<file path="src/rtl/classify_seq_ctrl_pkg.sv">
// ---------------------------------------------------------------------------
// classify_pkg
// Shared types and constants for the output-node classifier sequencer.
//   cls_state_t : controller states (IDLE, COLLECT, RESULT)
//   NEG_MIN     : most negative 8-bit result, the starting running maximum
//   IDX_W       : width of node index / beat counter (up to 16 nodes)
// ---------------------------------------------------------------------------
package classify_pkg;

  typedef enum logic [1:0] {
    IDLE    = 2'd0,
    COLLECT = 2'd1,
    RESULT  = 2'd2
  } cls_state_t;

  localparam int NEG_MIN = -128;
  localparam int IDX_W   = 4;

endpackage

</file>
<file path="src/rtl/classify_seq_ctrl_if.sv">
// ---------------------------------------------------------------------------
// classify_seq_ctrl_if
// Bundles the command, result-stream and classification handshakes of the
// classifier sequencer.
//   start / node_count / abort       : command from the NN control side
//   res_valid / res_data / res_ready : output-layer result stream
//   cls_valid / cls_ready            : held classification toward the ARM side
//   classification / max_value       : winning index and its value
//   busy                             : scan or result in progress
// Modports: master = environment side, slave = the sequencer itself.
// ---------------------------------------------------------------------------
interface classify_seq_ctrl_if #(
  parameter int DATA_W = 8
);

  logic                     start;
  logic [3:0]               node_count;
  logic                     abort;
  logic                     res_valid;
  logic signed [DATA_W-1:0] res_data;
  logic                     res_ready;
  logic                     cls_valid;
  logic                     cls_ready;
  logic [7:0]               classification;
  logic signed [DATA_W-1:0] max_value;
  logic                     busy;

  modport master (
    output start, node_count, abort, res_valid, res_data, cls_ready,
    input  res_ready, cls_valid, classification, max_value, busy
  );

  modport slave (
    input  start, node_count, abort, res_valid, res_data, cls_ready,
    output res_ready, cls_valid, classification, max_value, busy
  );

endinterface

</file>
<file path="src/rtl/classify_seq_ctrl_argmax_step.sv">
// ---------------------------------------------------------------------------
// argmax_step
// One combinational compare stage of the running argmax.
//   bestVal_i / bestIdx_i : current running maximum and its node index
//   resData_i / idx_i     : incoming result and its node index
//   bestVal_o / bestIdx_o : updated maximum and index
// ---------------------------------------------------------------------------
module argmax_step
  import classify_pkg::*;
#(
  parameter int DATA_W = 8
) (
  input  logic signed [DATA_W-1:0] bestVal_i,
  input  logic        [IDX_W-1:0]  bestIdx_i,
  input  logic signed [DATA_W-1:0] resData_i,
  input  logic        [IDX_W-1:0]  idx_i,
  output logic signed [DATA_W-1:0] bestVal_o,
  output logic        [IDX_W-1:0]  bestIdx_o
);

  // Greater-or-equal lets a later node win a tie, and guarantees the very
  // first beat (even the most negative value) replaces the initial value.
  always_comb begin
    bestVal_o = bestVal_i;
    bestIdx_o = bestIdx_i;
    if (resData_i >= bestVal_i) begin
      bestVal_o = resData_i;
      bestIdx_o = idx_i;
    end
  end

endmodule

</file>
<file path="src/rtl/classify_seq_ctrl.sv">
// ---------------------------------------------------------------------------
// classify_seq_ctrl
// Sequencing controller for the output-node classifier. Accepts a start with
// a node count, scans one result per cycle while tracking the running maximum
// and its index, then holds the winning class until the consumer takes it.
//   clk     : rising-edge clock
//   reset_n : asynchronous active-low reset
//   bus     : classify_seq_ctrl_if.slave (command, result stream, class out)
// ---------------------------------------------------------------------------
module classify_seq_ctrl
  import classify_pkg::*;
#(
  parameter int MAX_NODES = 16,
  parameter int DATA_W    = 8
) (
  input logic               clk,
  input logic               reset_n,
  classify_seq_ctrl_if.slave bus
);

  localparam logic [4:0] MAX_N = 5'(MAX_NODES);
  localparam logic signed [DATA_W-1:0] BEST_INIT = {1'b1, {(DATA_W-1){1'b0}}};

  cls_state_t               state_q, state_d;
  logic [4:0]               nodeCnt_q, nodeCnt_d;
  logic [IDX_W-1:0]         idx_q, idx_d;
  logic signed [DATA_W-1:0] bestVal_q, bestVal_d;
  logic [IDX_W-1:0]         bestIdx_q, bestIdx_d;

  logic                     beatFire;
  logic                     lastBeat;
  logic [4:0]               decodedN;
  logic signed [DATA_W-1:0] stepVal;
  logic [IDX_W-1:0]         stepIdx;

  // A node_count of zero stands for a full 16-node scan; anything beyond the
  // configured node limit is clamped so the scan always terminates.
  always_comb begin
    decodedN = (bus.node_count == 4'd0) ? 5'd16 : {1'b0, bus.node_count};
    if (decodedN > MAX_N) begin
      decodedN = MAX_N;
    end
  end

  // Only COLLECT accepts beats; the last one is the beat whose index is N-1.
  assign beatFire = bus.res_valid && (state_q == COLLECT);
  assign lastBeat = ({1'b0, idx_q} == (nodeCnt_q - 5'd1));

  argmax_step #(
    .DATA_W (DATA_W)
  ) uStep (
    .bestVal_i (bestVal_q),
    .bestIdx_i (bestIdx_q),
    .resData_i (bus.res_data),
    .idx_i     (idx_q),
    .bestVal_o (stepVal),
    .bestIdx_o (stepIdx)
  );

  // Next-state logic. abort is applied last so it overrides start, a final
  // beat and the result handshake, and leaves every data register untouched.
  always_comb begin
    state_d   = state_q;
    nodeCnt_d = nodeCnt_q;
    idx_d     = idx_q;
    bestVal_d = bestVal_q;
    bestIdx_d = bestIdx_q;

    unique case (state_q)
      IDLE: begin
        if (bus.start) begin
          nodeCnt_d = decodedN;
          idx_d     = '0;
          bestVal_d = BEST_INIT;
          bestIdx_d = '0;
          state_d   = COLLECT;
        end
      end
      COLLECT: begin
        if (beatFire) begin
          bestVal_d = stepVal;
          bestIdx_d = stepIdx;
          idx_d     = idx_q + 1'b1;
          if (lastBeat) begin
            state_d = RESULT;
          end
        end
      end
      RESULT: begin
        if (bus.cls_ready) begin
          state_d = IDLE;
        end
      end
      default: begin
        state_d = IDLE;
      end
    endcase

    if (bus.abort) begin
      state_d   = IDLE;
      nodeCnt_d = nodeCnt_q;
      idx_d     = idx_q;
      bestVal_d = bestVal_q;
      bestIdx_d = bestIdx_q;
    end
  end

  // State and datapath registers; reset discards any partial scan.
  always_ff @(posedge clk or negedge reset_n) begin
    if (!reset_n) begin
      state_q   <= IDLE;
      nodeCnt_q <= 5'd16;
      idx_q     <= '0;
      bestVal_q <= BEST_INIT;
      bestIdx_q <= '0;
    end else begin
      state_q   <= state_d;
      nodeCnt_q <= nodeCnt_d;
      idx_q     <= idx_d;
      bestVal_q <= bestVal_d;
      bestIdx_q <= bestIdx_d;
    end
  end

  // Handshake flags decode straight from state; data comes from registers,
  // so nothing on res_data reaches an output combinationally.
  assign bus.res_ready      = (state_q == COLLECT);
  assign bus.cls_valid      = (state_q == RESULT);
  assign bus.busy           = (state_q != IDLE);
  assign bus.classification = {{(8-IDX_W){1'b0}}, bestIdx_q};
  assign bus.max_value      = bestVal_q;

endmodule

</file>
<file path="src/flat_wrapper.sv">
// flat-port wrapper written by rule: the top's interface ports become plain ports
module classify_seq_ctrl_flat import classify_pkg::*;
#(
  parameter int MAX_NODES = 16,
  parameter int DATA_W    = 8
)
  (clk, reset_n, bus_start, bus_node_count, bus_abort, bus_res_valid, bus_res_data, bus_cls_ready, bus_res_ready, bus_cls_valid, bus_classification, bus_max_value, bus_busy);
  classify_seq_ctrl_if #(.DATA_W(DATA_W)) bus_i ();
  input logic clk;
  input logic reset_n;
  input wire logic [$bits(bus_i.start)-1:0] bus_start;
  input wire logic [$bits(bus_i.node_count)-1:0] bus_node_count;
  input wire logic [$bits(bus_i.abort)-1:0] bus_abort;
  input wire logic [$bits(bus_i.res_valid)-1:0] bus_res_valid;
  input wire logic [$bits(bus_i.res_data)-1:0] bus_res_data;
  input wire logic [$bits(bus_i.cls_ready)-1:0] bus_cls_ready;
  output wire logic [$bits(bus_i.res_ready)-1:0] bus_res_ready;
  output wire logic [$bits(bus_i.cls_valid)-1:0] bus_cls_valid;
  output wire logic [$bits(bus_i.classification)-1:0] bus_classification;
  output wire logic [$bits(bus_i.max_value)-1:0] bus_max_value;
  output wire logic [$bits(bus_i.busy)-1:0] bus_busy;
  assign bus_i.start = bus_start;
  assign bus_i.node_count = bus_node_count;
  assign bus_i.abort = bus_abort;
  assign bus_i.res_valid = bus_res_valid;
  assign bus_i.res_data = bus_res_data;
  assign bus_i.cls_ready = bus_cls_ready;
  assign bus_res_ready = bus_i.res_ready;
  assign bus_cls_valid = bus_i.cls_valid;
  assign bus_classification = bus_i.classification;
  assign bus_max_value = bus_i.max_value;
  assign bus_busy = bus_i.busy;
  classify_seq_ctrl #(.MAX_NODES(MAX_NODES), .DATA_W(DATA_W)) u_core (.clk(clk), .reset_n(reset_n), .bus(bus_i));
endmodule
</file>
<file path="config.mk">
export PLATFORM = sky130hd
export DESIGN_NAME = classify_seq_ctrl_flat
export DESIGN_NICKNAME = d
export VERILOG_FILES = /design/src/rtl/classify_seq_ctrl_pkg.sv /design/src/rtl/classify_seq_ctrl_if.sv /design/src/rtl/classify_seq_ctrl_argmax_step.sv /design/src/rtl/classify_seq_ctrl.sv /design/src/flat_wrapper.sv
export SDC_FILE = /design/constraint.sdc
export NUM_CORES = 1
export LEC_CHECK = 0
export ABC_CLOCK_PERIOD_IN_PS = 3000
export CORE_ASPECT_RATIO = 1.2
export CORE_MARGIN = 3
export CORE_UTILIZATION = 40
export CTS_CLUSTER_DIAMETER = 60
export CTS_CLUSTER_SIZE = 8
export DETAILED_ROUTE_END_ITERATION = 6
export PLACE_DENSITY = 0.69
export SYNTH_ARGS = -nofsm -noshare
export SYNTH_HDL_FRONTEND = slang
export SYNTH_HIERARCHICAL = 1
export SYNTH_SLANG_ARGS = --single-unit
</file>
<file path="constraint.sdc">
create_clock -name clk -period 3 [get_ports clk]
set_input_delay 0.45 -clock clk [delete_from_list [all_inputs] [get_ports clk]]
set_output_delay 0.45 -clock clk [all_outputs]
set_load 0.02 [all_outputs]
</file>
==> flow_summary.toml, run 1 <==
[floorplanning]
effective_utilization_at_floorplan_pct = 42.5
die_h_um = 74.6
design.die.area_um2 = 4720
floorplan.core_area_um2 = 3690
rows = 24
io-pin-count = 37
die_x_extent_um = 63.2

[timing]
hold_ws_ns = 0.483
worst_pin_slew_ns = 1.07
slew_viol_final = 0
clock-skew-final_ns = 0.00361
relSlewSlack_pct = 28.4
grt_setup_unrepaired = "false"
setup_viol_count_final = 0
fin_tns_setup_ns = 0
fmax_ghz = 0.360
finalCriticalPeriod_ns = 2.78
finalHoldViolCount = 0
period_share_pct = 92.6

[grt]
busiest_layer = "met2"
grt_util_met2_pct = 26.7
grt-ovfl-total = 0
met3_global_route_usage_pct = 2.39
grtUsageTotal_pct = 14.8
grt_pass1_vias = 1236
grt_antenna_before_repair = 0
wire_length_of_the_first_global_routing_pass_um = 5600
globalRouteMet1Util_pct = 18.1
grt_start_max_net_pins = 24

[synth]
ys.warnings.count = 6
number_of_library_cell_types_mapped_by_synthesis = 40
ys_async_sr_fraction_pct = 100
synthesis.area_per_instance_um2 = 10.2
post_synth_instance_area_um2 = 1570
ys_seq_elements = 23
synth-edff-count = 0
synthCells = 154
ys_dominant_reg_cell = "dfrtp_1"
synth_sequential_area_ratio_pct = 36.8

[pwr]
post-layout-total-power_mw = 1.08
leakage_nw = 0.869
peakVddDrop_mv = 0.340
powerDensity_nw_per_um2 = 549

[critical_path]
endpoint_kind = "flip-flop"
arrival_ns = 2.92
crit_path_start_kind = "input pin"
crit_type = "input pin to flip-flop"
crit_required_ns = 3.15
crit_fanout = 12

[detailed_routing]
remaining_drc_errors = 0
drt-initial-drc-count = 27
num_vias = 1180
avgRoutedWirePerCell_um = 13.4
firstDrtPassIters = 4
finalWirelength_um = 3180
post_drt_via_cell_ratio = 4.98
ant_nets = 0

[final_layout]
filler_cell_count = 367
antennaDiodeCount = 0
final_core_density_pct = 53.4
most_frequent_cells_in_the_layout = "32 x clkdlybuf4s50_1, 22 x nand2_1, 21 x dfrtp_1"
drive_above_1_share_pct = 15.7
non_filler_instance_count_after_layout = 237
layout.cells.most_common = "clkdlybuf4s50_1"
growth_of_design_area_from_synthesis_to_finish_pct = 25.6
layout.nets = 214

[cts]
cts_buffer_count = 3
tritoncts = "built"
insertion_delay_ns = 0.26
cts_hold_buffers = 0
clock_tree.buffer_depth = 2
cts.htree.levels = 1
worst_setup_hold_path_clk_slew_ns = 0.08
cts.repair.resized = 0
cts_post_setup_buffers_inserted = 0
clock_sinks = 23
clock_root_cell = "clkbuf_8"

[placement]
place.port_buffers = 32
detailed_placer_s_ending_hpwl_um = 2450
place.detailed.instances = 233
gpl.final_weighted_congestion = 0.774

[status]
status = "finished clean"

[run]
cap_violations = 0

[worst_hold_path]
hold_path.class = "flip-flop to flip-flop"
## routing by layer
metal / wire length [um] / share of wire (%) / vias to the layer above
met2: 1570 / 49 / 35
met3: 150 / 4.7 / 4
met1: 1420 / 45 / 554
met5: 0 / 0 / -
li1: - / - / 587
met4: 37 / 1.2 / 0
## flip-flops by register name (all words and copies together), names as in the netlist
signal	cells
u_core/bestIdx_q	4
u_core/bus.max_value	8
u_core/idx_q	4
u_core/nodeCnt_q	5
u_core/state_q	2
## Yosys cell counts, types with 3 or more instances
cell	count	area share (%)
nor2b_1	3	1.2
ha_1	10	8.0
buf_4	4	1.9
xor2_1	4	2.2
o21ai_1	8	2.5
buf_2	5	1.6
nand2_1	22	5.3
xnor2_1	3	1.7
mux2_2	5	3.6
nor2_1	6	1.4
dfrtp_1	21	33
mux2_4	10	9.6
inv_1	12	2.9
o21ai_0	4	1.3
a22o_1	5	2.8
## worst max-delay path, cell delays in order
cell,delay [ns]
clkdlybuf4s50_1,0.48
inv_1,0.05
ha_1,0.26
nand2b_4,0.12
a2111oi_4,0.07
o41ai_4,0.93
mux2_4,0.35
a22o_1,0.21
## area by class of cell
type                       instances  area, um2  share of cell area, %
clock buffer                       4       45.0                   2.28
inverter                          12       45.0                   2.28
multi-input combinational        112        903                   45.8
sequential                        23        578                   29.3
tap                               52       65.1                   3.30
timing repair buffer              34        335                   17.0
## worst paths after layout
| path | start | end | slack (ns) | cells after the start |
|---|---|---|---|---|
| min in group asynchronous | reset_n | u_core/bus.max_value[5] | 0.54 | 2 |
| max in group asynchronous | reset_n | u_core/bus.max_value[7] | 2.17 | 2 |
| setup reg to reg | u_core/bus.max_value[7] | u_core/bestIdx_q[2] | 0.29 | 6 |
| hold / removal | u_core/bus.max_value[7] | u_core/bus.max_value[7] | 0.48 | 2 |
| setup / recovery | bus_res_data[0] | u_core/bestIdx_q[2] | 0.22 | 8 |
| hold reg to reg | u_core/bus.max_value[7] | u_core/bus.max_value[7] | 0.48 | 2 |
## per-stage QoR
stage / setup WS [ns] / area [um2]
after floorplan: 0.705 / 1580
after global placement: -0.0210 / 1930
after detailed placement: -0.0549 / 1930
after CTS: 0.222 / 1970
after global routing: 0.110 / 1970
final: 0.222 / 1970
## report_power, final
part / total, mW / leakage (nW) / internal (mW) / switching (mW)
sequential: 0.418 / 0.301 / 0.360 / 0.0578
combinational: 0.477 / 0.545 / 0.253 / 0.224
clock: 0.188 / 0.0228 / 0.0946 / 0.0931
## logic make-up after synthesis
group	count (synthesis)	synth area share (%)
xor gates and xnor gates	7	3.90
muxes	15	13.1
and+or+nand+nor	46	15.8
AOI/OAI and AO/OA	30	15.1
DFF	23	36.8
adders and majority gates	10	7.97
buffers and inverters	22	7.09
other	1	0.239
No activity file was read; power rests on OpenSTA's default activity.
==> inputs of run 2 (changes only) <==
--- a/config.mk
+++ b/config.mk
@@ -6,13 +6,13 @@
 export NUM_CORES = 1
 export LEC_CHECK = 0
 export ABC_CLOCK_PERIOD_IN_PS = 3000
-export CORE_ASPECT_RATIO = 1.2
+export CORE_ASPECT_RATIO = 1.4
 export CORE_MARGIN = 3
-export CORE_UTILIZATION = 40
+export CORE_UTILIZATION = 35
 export CTS_CLUSTER_DIAMETER = 60
 export CTS_CLUSTER_SIZE = 8
 export DETAILED_ROUTE_END_ITERATION = 6
-export PLACE_DENSITY = 0.69
+export PLACE_DENSITY = 0.63
 export SYNTH_ARGS = -nofsm -noshare
 export SYNTH_HDL_FRONTEND = slang
 export SYNTH_HIERARCHICAL = 1
==> run 2 against run 1 <==
- worst setup slack lost 0.00062 ns
- hold slack improved by 0.0047 ns
- power up 0.48%
- clock skew decreased by 0.0022 ns
- die area grew 13%
- first-iteration DRC count fell by 3.7%
- register-to-register slack about the same
- count of clock-buffer cells in the layout is the same
- sequential power barely moved
- non-clock buffer count unchanged
- highest routed layer unchanged
==> flow_summary.toml, run 2 (synthesis gave the netlist of run 1 again) <==
[final_layout]
drive_above_1_share_pct = 15.7
final_core_density_pct = 46.4
filler_cell_count = 427
register_area_um2 = 578
multi_input_comb_area_um2 = 903
most_frequent_cells_in_the_layout = "32 x clkdlybuf4s50_1, 22 x nand2_1, 21 x dfrtp_1"
layout.nets = 214
antennaDiodeCount = 0
growth_of_design_area_from_synthesis_to_finish_pct = 26.2
layout.cells.most_common = "clkdlybuf4s50_1"
number_of_flip_flops_under_the_largest_register_name = 8

[pwr]
comb_power_share_pct = 43.9
p_sw_uw = 379
leakage_nw = 0.869
clock_power_share_pct = 17.5
share_of_total_power_consumed_by_net_switching_pct = 34.8
seq_power_share_pct = 38.6
internal_power_uw = 709
peakVddDrop_mv = 0.268
powerDensity_nw_per_um2 = 549

[grt]
busiest_layer = "met2"
grt_start_max_net_pins = 24
globalRouteMet1Util_pct = 14.4
grt-ovfl-total = 0
grt_pass1_vias = 1291
grtUsageTotal_pct = 13.5
wire_length_of_the_first_global_routing_pass_um = 5810
grt_util_met2_pct = 24.2
met3_global_route_usage_pct = 3.18
grt_antenna_before_repair = 0

[cts]
clock_sinks = 23
cts_hold_buffers = 0
clock_root_cell = "clkbuf_8"
clock_tree.buffer_depth = 2
worst_setup_hold_path_clk_slew_ns = 0.08
insertion_delay_ns = 0.26
cts.htree.levels = 1
cts.repair.resized = 0
cts_buffer_count = 3
tritoncts = "built"
cts_post_setup_buffers_inserted = 0

[timing]
relSlewSlack_pct = 27.9
finalCriticalPeriod_ns = 2.78
grt_setup_unrepaired = "false"
finalHoldViolCount = 0
period_share_pct = 92.6
clock-skew-final_ns = 0.00137
worst_pin_slew_ns = 1.08
slew_viol_final = 0
setup_viol_count_final = 0
hold_ws_ns = 0.488
setup_ws_ns = 0.222
fmax_ghz = 0.360

[critical_path]
crit_type = "input pin to flip-flop"
arrival_ns = 2.93
crit_path_start_kind = "input pin"
endpoint_kind = "flip-flop"
crit_required_ns = 3.15
crit_fanout = 12
reg2regPathDepth = 6

[placement]
detailed_placer_s_ending_hpwl_um = 2560
pre_cts_slack_ns = -0.0888
gpl.final_weighted_congestion = 0.790
place.port_buffers = 32

[detailed_routing]
ant_nets = 0
finalWirelength_um = 3260
post_drt_via_cell_ratio = 4.91
num_vias = 1203
avgRoutedWirePerCell_um = 13.3
remaining_drc_errors = 0
firstDrtPassIters = 4
drt-initial-drc-count = 26

[run]
cap_violations = 0

[status]
status = "finished clean"

[floorplanning]
die_h_um = 85.3
floorplan.core_area_um2 = 4270
rows = 28
design.die.area_um2 = 5340
io-pin-count = 37
effective_utilization_at_floorplan_pct = 36.7
die_x_extent_um = 62.6

[worst_hold_path]
hold_path.class = "flip-flop to flip-flop"
worstHoldPathCells = 2
-- run 2: cell counts in the layout (fill, tap and decap cells not counted) --
No cell type changed its count.
-- run 2: critical path, cell delays in order --
cell and delay, ns:
clkdlybuf4s50_1 0.48, inv_1 0.05, ha_1 0.26, nand2b_4 0.12, a2111oi_4 0.07, o41ai_4 0.94
mux2_4 0.35, a22o_1 0.21
-- run 2: final timing paths --
path	startpoint	endpoint	slack (ns)
max	bus_res_data[0]	u_core/bestIdx_q[2]	0.22
min	u_core/bus.max_value[7]	u_core/bus.max_value[7]	0.49
max reg2reg	u_core/bus.max_value[7]	u_core/bestIdx_q[2]	0.30
min reg2reg	u_core/bus.max_value[7]	u_core/bus.max_value[7]	0.49
max in group asynchronous	reset_n	u_core/nodeCnt_q[4]	2.18
min in group asynchronous	reset_n	u_core/bus.max_value[4]	0.54
-- run 2: layer usage --
| metal | wire length (um) | up-vias |
|---|---|---|
| met1 | 1300 | 575 |
| li1 | - | 585 |
| met4 | 82 | 0 |
| met5 | 0 | - |
| met3 | 182 | 7 |
| met2 | 1690 | 36 |
-- run 2: per-stage QoR --
stage               std cells  instance area, um2  TNS [ns]  power, mW
floorplan                 157                1580         0      0.756
global route              245                1980         0       1.17
global placement          241                1940   -0.0999      0.893
CTS                       245                1980         0       1.11
detailed placement        241                1940    -0.557      0.908
finish                    245                1980         0       1.09
-- run 2: cell type report --
class	instances	area share (%)
clock buffers	4	2.27
inverters	12	2.27
multi-input cells	112	45.6
flip-flops and latches	23	29.2
well taps	60	3.79
repair buffers	34	16.9
-- run 2: power by group through the flow --
stage / combinational, mW / clock (mW) / sequential [mW]
CTS: 0.484 / 0.204 / 0.421
floorplan: 0.317 / 0 / 0.440
detailed placement: 0.482 / 0 / 0.426
global placement: 0.471 / 0 / 0.422
finish: 0.478 / 0.190 / 0.419
global route: 0.521 / 0.220 / 0.429
